--- src/rtl/cp0_ctrl_if.sv ---
// cp0_ctrl_if: MTC0/MFC0 access port plus commit-stage exception/ERET signals of the CP0 block.
// master = pipeline side, slave = cp0_ctrl.
interface cp0_ctrl_if;
    logic        wen;
    logic [7:0]  addr;
    logic [31:0] wdata;
    logic [31:0] rdata;
    logic        exc_valid;
    logic [4:0]  exc_code;
    logic        exc_bd;
    logic [31:0] exc_pc;
    logic [31:0] exc_badvaddr;
    logic        eret;
    logic [31:0] epc_out;
    logic        status_exl;
    logic        int_req;

    modport master (
        output wen, addr, wdata, exc_valid, exc_code, exc_bd, exc_pc, exc_badvaddr, eret,
        input  rdata, epc_out, status_exl, int_req
    );

    modport slave (
        input  wen, addr, wdata, exc_valid, exc_code, exc_bd, exc_pc, exc_badvaddr, eret,
        output rdata, epc_out, status_exl, int_req
    );
endinterface

--- src/rtl/cp0_ctrl.sv ---
// cp0_ctrl: MIPS CP0 state (BadVAddr, Count, Compare, Status, Cause, EPC) with registered int_req.
// Count/Compare and the timer interrupt exist only when CP0_TIMER_EN is defined.
module cp0_ctrl #(
    parameter int NUM_HW_INT    = 6,
    parameter int COUNT_DIV     = 2,
    parameter int EPC_BD_OFFSET = 4
) (
    input  logic                  clk,
    input  logic                  reset,
    input  logic [NUM_HW_INT-1:0] hw_int,
    cp0_ctrl_if.slave             bus
);
    localparam logic [4:0] REG_BADVADDR = 5'd8;
    localparam logic [4:0] REG_COUNT    = 5'd9;
    localparam logic [4:0] REG_COMPARE  = 5'd11;
    localparam logic [4:0] REG_STATUS   = 5'd12;
    localparam logic [4:0] REG_CAUSE    = 5'd13;
    localparam logic [4:0] REG_EPC      = 5'd14;

    if (NUM_HW_INT < 1 || NUM_HW_INT > 6) begin : g_bad_hw_int
        $error("cp0_ctrl: NUM_HW_INT must be 1..6");
    end
    if (COUNT_DIV < 1 || COUNT_DIV > 16) begin : g_bad_count_div
        $error("cp0_ctrl: COUNT_DIV must be 1..16");
    end

    logic [4:0]            rnum;
    logic [2:0]            sel;
    logic                  wr_en;
    logic [31:0]           badv_q, badv_d, epc_q, epc_d;
    logic [7:0]            im_q, im_d;
    logic                  exl_q, exl_d, ie_q, ie_d, bd_q, bd_d, int_req_q, int_req_d;
    logic [1:0]            sw_ip_q, sw_ip_d;
    logic [4:0]            code_q, code_d;
    logic [NUM_HW_INT-1:0] hw_q, hw_d;
    logic                  ti;
    logic [31:0]           count_rd, compare_rd, status, cause;
    logic [7:0]            ip;

    assign rnum  = bus.addr[7:3];
    assign sel   = bus.addr[2:0];
    // Exceptions and ERET own the commit slot; a coincident MTC0 is discarded wholesale.
    assign wr_en = bus.wen & ~bus.exc_valid & ~bus.eret & (sel == 3'd0);

    always_comb begin
        ip                  = '0;
        ip[1:0]             = sw_ip_q;
        ip[2 +: NUM_HW_INT] = hw_q;
        ip[7]               = ip[7] | ti;
    end

    assign status = {9'd0, 1'b1, 6'd0, im_q, 6'd0, exl_q, ie_q};
    assign cause  = {bd_q, ti, 14'd0, ip, 1'b0, code_q, 2'b00};

    always_comb begin
        bus.rdata = '0;
        if (sel == 3'd0) begin
            case (rnum)
                REG_BADVADDR: bus.rdata = badv_q;
                REG_COUNT:    bus.rdata = count_rd;
                REG_COMPARE:  bus.rdata = compare_rd;
                REG_STATUS:   bus.rdata = status;
                REG_CAUSE:    bus.rdata = cause;
                REG_EPC:      bus.rdata = epc_q;
                default:      bus.rdata = '0;
            endcase
        end
    end

    always_comb begin
        badv_d    = badv_q;
        epc_d     = epc_q;
        im_d      = im_q;
        exl_d     = exl_q;
        ie_d      = ie_q;
        bd_d      = bd_q;
        sw_ip_d   = sw_ip_q;
        code_d    = code_q;
        hw_d      = hw_int;
        int_req_d = ie_q & ~exl_q & (|(ip & im_q));
        if (bus.exc_valid) begin
            code_d = bus.exc_code;
            exl_d  = 1'b1;
            // Nested exceptions keep the original return point.
            if (!exl_q) begin
                epc_d = bus.exc_bd ? bus.exc_pc - 32'(EPC_BD_OFFSET) : bus.exc_pc;
                bd_d  = bus.exc_bd;
            end
            if (bus.exc_code == 5'd4 || bus.exc_code == 5'd5) badv_d = bus.exc_badvaddr;
        end else if (bus.eret) begin
            exl_d = 1'b0;
        end else if (wr_en) begin
            case (rnum)
                REG_STATUS: begin
                    im_d  = bus.wdata[15:8];
                    exl_d = bus.wdata[1];
                    ie_d  = bus.wdata[0];
                end
                REG_CAUSE: sw_ip_d = bus.wdata[9:8];
                REG_EPC:   epc_d   = bus.wdata;
                default:   ;
            endcase
        end
    end

    always_ff @(posedge clk or posedge reset) begin
        if (reset) begin
            badv_q    <= '0;
            epc_q     <= '0;
            im_q      <= '0;
            exl_q     <= 1'b0;
            ie_q      <= 1'b0;
            bd_q      <= 1'b0;
            sw_ip_q   <= '0;
            code_q    <= '0;
            hw_q      <= '0;
            int_req_q <= 1'b0;
        end else begin
            badv_q    <= badv_d;
            epc_q     <= epc_d;
            im_q      <= im_d;
            exl_q     <= exl_d;
            ie_q      <= ie_d;
            bd_q      <= bd_d;
            sw_ip_q   <= sw_ip_d;
            code_q    <= code_d;
            hw_q      <= hw_d;
            int_req_q <= int_req_d;
        end
    end

`ifdef CP0_TIMER_EN
    localparam int DIV_W = (COUNT_DIV > 1) ? $clog2(COUNT_DIV) : 1;

    logic [DIV_W-1:0] div_q, div_d;
    logic [31:0]      count_q, count_d, compare_q, compare_d;
    logic             ti_q, ti_d;

    always_comb begin
        div_d     = div_q;
        count_d   = count_q;
        compare_d = compare_q;
        ti_d      = ti_q;
        if (wr_en && rnum == REG_COUNT) begin
            count_d = bus.wdata;
            div_d   = '0;
        end else if (div_q == DIV_W'(COUNT_DIV - 1)) begin
            count_d = count_q + 32'd1;
            div_d   = '0;
        end else begin
            div_d = div_q + 1'b1;
        end
        // Clear takes precedence over a match in the same cycle.
        if (wr_en && rnum == REG_COMPARE) begin
            compare_d = bus.wdata;
            ti_d      = 1'b0;
        end else if (count_q == compare_q) begin
            ti_d = 1'b1;
        end
    end

    always_ff @(posedge clk or posedge reset) begin
        if (reset) begin
            div_q     <= '0;
            count_q   <= '0;
            compare_q <= '0;
            ti_q      <= 1'b0;
        end else begin
            div_q     <= div_d;
            count_q   <= count_d;
            compare_q <= compare_d;
            ti_q      <= ti_d;
        end
    end

    assign ti         = ti_q;
    assign count_rd   = count_q;
    assign compare_rd = compare_q;
`else
    assign ti         = 1'b0;
    assign count_rd   = '0;
    assign compare_rd = '0;
`endif

    assign bus.epc_out    = epc_q;
    assign bus.status_exl = exl_q;
    assign bus.int_req    = int_req_q;
endmodule
--- src/flat_wrapper.sv ---
// flat-port wrapper written by rule: the top's interface ports become plain ports
module cp0_ctrl_flat 
#(
    parameter int NUM_HW_INT    = 6,
    parameter int COUNT_DIV     = 2,
    parameter int EPC_BD_OFFSET = 4
)
  (clk, reset, hw_int, bus_wen, bus_addr, bus_wdata, bus_exc_valid, bus_exc_code, bus_exc_bd, bus_exc_pc, bus_exc_badvaddr, bus_eret, bus_rdata, bus_epc_out, bus_status_exl, bus_int_req);
  cp0_ctrl_if bus_i ();
  input  logic clk;
  input  logic reset;
  input  logic [NUM_HW_INT-1:0] hw_int;
  input wire logic [$bits(bus_i.wen)-1:0] bus_wen;
  input wire logic [$bits(bus_i.addr)-1:0] bus_addr;
  input wire logic [$bits(bus_i.wdata)-1:0] bus_wdata;
  input wire logic [$bits(bus_i.exc_valid)-1:0] bus_exc_valid;
  input wire logic [$bits(bus_i.exc_code)-1:0] bus_exc_code;
  input wire logic [$bits(bus_i.exc_bd)-1:0] bus_exc_bd;
  input wire logic [$bits(bus_i.exc_pc)-1:0] bus_exc_pc;
  input wire logic [$bits(bus_i.exc_badvaddr)-1:0] bus_exc_badvaddr;
  input wire logic [$bits(bus_i.eret)-1:0] bus_eret;
  output wire logic [$bits(bus_i.rdata)-1:0] bus_rdata;
  output wire logic [$bits(bus_i.epc_out)-1:0] bus_epc_out;
  output wire logic [$bits(bus_i.status_exl)-1:0] bus_status_exl;
  output wire logic [$bits(bus_i.int_req)-1:0] bus_int_req;
  assign bus_i.wen = bus_wen;
  assign bus_i.addr = bus_addr;
  assign bus_i.wdata = bus_wdata;
  assign bus_i.exc_valid = bus_exc_valid;
  assign bus_i.exc_code = bus_exc_code;
  assign bus_i.exc_bd = bus_exc_bd;
  assign bus_i.exc_pc = bus_exc_pc;
  assign bus_i.exc_badvaddr = bus_exc_badvaddr;
  assign bus_i.eret = bus_eret;
  assign bus_rdata = bus_i.rdata;
  assign bus_epc_out = bus_i.epc_out;
  assign bus_status_exl = bus_i.status_exl;
  assign bus_int_req = bus_i.int_req;
  cp0_ctrl #(.NUM_HW_INT(NUM_HW_INT), .COUNT_DIV(COUNT_DIV), .EPC_BD_OFFSET(EPC_BD_OFFSET)) u_core (.clk(clk), .reset(reset), .hw_int(hw_int), .bus(bus_i));
endmodule
--- config.mk ---
export PLATFORM = sky130hd
export DESIGN_NAME = cp0_ctrl_flat
export DESIGN_NICKNAME = d
export VERILOG_FILES = /design/src/rtl/cp0_ctrl_if.sv /design/src/rtl/cp0_ctrl.sv /design/src/flat_wrapper.sv
export SDC_FILE = /design/constraint.sdc
export NUM_CORES = 1
export LEC_CHECK = 0
export CAP_MARGIN = 20
export CORE_ASPECT_RATIO = 0.9
export CORE_MARGIN = 3
export CORE_UTILIZATION = 31
export CTS_CLUSTER_DIAMETER = 30
export DETAILED_ROUTE_END_ITERATION = 8
export GPL_TIMING_DRIVEN = 0
export HOLD_SLACK_MARGIN = 0.02
export SYNTH_ARGS = -nofsm -noshare
export SYNTH_HDL_FRONTEND = slang
export SYNTH_SLANG_ARGS = --single-unit
--- constraint.sdc ---
create_clock -name clk -period 7.91 [get_ports clk]
set_input_delay 0.791 -clock clk [delete_from_list [all_inputs] [get_ports clk]]
set_output_delay 0.791 -clock clk [all_outputs]
set_load 0.01 [all_outputs]
==> results_dict.tcl <==
set metrics [dict create \
    status "complete, no violations" \
    setup_viol 0 \
    dp_hpwl_um 13800 \
    dieArea_um2 17000 \
    num_rows 42 \
    power.leakage_nw 2.78 \
    period_share 0.599 \
    clkLatencyLatePin_ns 0.35 \
    grt_max_degree 60 \
    clock-sinks 89 \
    grtUsageMet3 0.0493 \
    cap_viol_max_count 0 \
    drive_gt1_frac 0.123 \
    drt_iter0_markers 296 \
    cts_buffer_depth 2 \
    avgSynthCellArea_um2 10.3 \
    antenna_found_initial 0 \
    rsz0062_at_grt "no" \
    ys.flop_type "dfrtp_1" \
    start_util 0.322 \
    syn_inst 465 \
    fin_ws_ns 3.17 \
    post_cts_buffers 0 \
    rr_startpoint "u_core.bus.status_exl$_DFFE_PP0P_" \
    cts_root_buf "clkbuf_16" \
    yosysUniqueCellTypes 54 \
    cts_made_buffers 9 \
    grt-busiest-layer "met2" \
    postCtsResizedCells 0 \
    die_h_um 124 \
    crit_path_end_kind "output pin" \
    antenna_cells 0 \
    io_buffers 185 \
    power.density_nw_per_um2 181 \
    syn_area_um2 4810 \
    final_nets 784 \
    setup_tns_ns 0 \
    postSynthNetCount 587 \
    hold_class "reg -> reg" \
    via_per_inst 5.30 \
    grt_overflow 0 \
    met2_usage 0.329 \
    fin_crit_ns 4.74 \
    syn_to_final_growth_pct 50.6 \
    holdCritStartpoint "u_core.bd_q$_DFFE_PP0P_" \
    hold_viol 0 \
    crit_path_start "bus_addr[5]" \
    routed_wl_um 18100 \
    clk_pin_slew_ns 0.07 \
    fp.coreArea_um2 14900 \
    slew_violations 0 \
    worstSetupPathType "in -> out" \
    die_x_um 137 \
    max_clock_freq_mhz 211 \
    yosys_warnings 0 \
    drc 0 \
    tightest_slew_ns 1.04 \
    cts_tree "built" \
    ys_ff_latch 89 \
    postCtsHoldBufs 0 \
    synth-seq-area-share 0.463 \
    ir_drop_mv 0.0913 \
    place_congestion 0.880 \
    synthArstFlopShare 1.00 \
    avgRoutedWirePerCell_um 20.9 \
    grt_pass1_wl_um 27200 \
    ios 187 \
    crit_path_start_kind "primary input" \
    grt_use_met1 0.293 \
    finalClockSkew_ns 0.00819 \
    crit_fanout 10 \
    grtUsageTotal 0.212 \
    vias 4585 \
    synth_edf_count 0 \
    grt_pass1_vias 4763 \
    place_ws_ns 3.28 \
    worstPathArrival_ns 3.95 \
    first_pass_iters 7 \
    cts.htree.levels 3 \
    slew_headroom 0.306 \
    ant_nets 0 \
    crit_required_ns 7.12 \
    nFillCells 1384 \
]
==> synthesized netlist by cell type (5+ instances only) <==
| cell | count | area share |
|---|---|---|
| a222oi_1 | 8 | 0.017 |
| inv_1 | 8 | 0.0062 |
| nor3_1 | 6 | 0.0062 |
| o22ai_1 | 7 | 0.0091 |
| o21ai_0 | 14 | 0.015 |
| a21oi_1 | 21 | 0.022 |
| nor4_1 | 8 | 0.010 |
| dfrtp_1 | 89 | 0.46 |
| nand2_1 | 33 | 0.026 |
| xor2_1 | 11 | 0.020 |
| nand3_1 | 9 | 0.0094 |
| clkbuf_1 | 23 | 0.018 |
| nor2b_1 | 5 | 0.0065 |
| a22oi_1 | 35 | 0.055 |
| o211ai_1 | 6 | 0.0094 |
| nor2_1 | 46 | 0.036 |
| mux2_2 | 51 | 0.12 |
| mux2i_1 | 11 | 0.023 |
| xnor2_1 | 15 | 0.027 |
==> worst max-delay path: stages <==
cell and delay, ns:
clkdlybuf4s50_1 0.51, nand3b_1 0.25, nor3b_1 0.91, clkbuf_1 0.57
a22oi_1 0.13, a21oi_1 0.21, clkdlybuf4s50_1 0.57
==> report_power, final <==
part / switching, mW / internal [mW]
sequential: 0.0574 / 0.528
clock: 0.192 / 0.255
combinational: 0.114 / 0.166
total: 0.363 / 0.949
==> area by class of cell <==
cell class | instances | area (um^2) | area share
multi-input cells | 338 | 2430 | 0.335
flip-flops and latches | 89 | 2230 | 0.307
repair buffers | 186 | 1880 | 0.259
well taps | 198 | 248 | 0.0342
clock buffers | 10 | 239 | 0.0330
plain buffers | 30 | 124 | 0.0171
clock inverters | 6 | 65.1 | 0.00898
inverters | 8 | 32.5 | 0.00449
==> path summary, 6_finish.rpt <==
| path | to | slack (ns) | depth (start not counted) |
|---|---|---|---|
| min | u_core.bd_q$_DFFE_PP0P_ | 0.49 | 2 |
| min reg2reg | u_core.bd_q$_DFFE_PP0P_ | 0.49 | 2 |
| max | bus_rdata[11] | 3.17 | 7 |
| max reg2reg | u_core.bus.epc_out[4]$_DFFE_PP0P_ | 5.86 | 6 |
| max in group asynchronous | u_core.bus.epc_out[20]$_DFFE_PP0P_ | 6.47 | 3 |
| min in group asynchronous | u_core.badv_q[1]$_DFFE_PP0P_ | 0.80 | 2 |
==> logic make-up after synthesis <==
group | synth area share
buffers and inverters | 0.0320
AO/OA/AOI/OAI | 0.150
multiplexers | 0.142
flip-flops | 0.463
adder cells (fa/ha/maj) | 0.00468
AND/OR/NAND/NOR | 0.160
XOR/XNOR | 0.0473
==> per-layer routing <==
layer,up-vias,share of wire
li1,2109,-
met5,-,0
met2,180,0.46
met1,2269,0.45
met3,27,0.068
met4,0,0.023
==> state kept, by name, indices dropped and copies added, names as in the netlist <==
register and cells:
u_core.badv_q 32, u_core.bd_q 1, u_core.bus.epc_out 32, u_core.bus.int_req 1
u_core.bus.status_exl 1, u_core.code_q 5, u_core.hw_q 6, u_core.ie_q 1
u_core.im_q 8, u_core.sw_ip_q 2
==> through the flow <==
step           instance area, um^2  utilization  hold WS, ns  std cells  total power, mW
2_1_floorplan                 4810            -        0.450        465            0.693
4_1_cts                       7240        0.485        0.498        865             1.32
3_3_place_gp                  6910        0.463        0.468        848            0.862
3_5_place_dp                  6940        0.465        0.483        849            0.872
5_1_grt                       7240        0.485        0.519        865             1.37
6_report                      7240        0.485        0.493        865             1.31
==> cells in the final DEF, fill, tap and decap left out, types with 5 or more instances in the layout <==
cell type and n:
nor4_1 8, nor2b_1 5, a21oi_1 21, a22oi_1 35, o22ai_1 7, a222oi_1 8
xor2_1 11, o21ai_0 14, dfrtp_1 89, clkbuf_1 23, nor3_1 6, nor2_1 46
clkbuf_16 9, o211ai_1 6, xnor2_1 15, nand3_1 9, clkdlybuf4s50_1 185, nand2_1 33
inv_1 7, mux2i_1 11, mux2_2 51
Note: power is estimated with default switching activity, not from simulation.
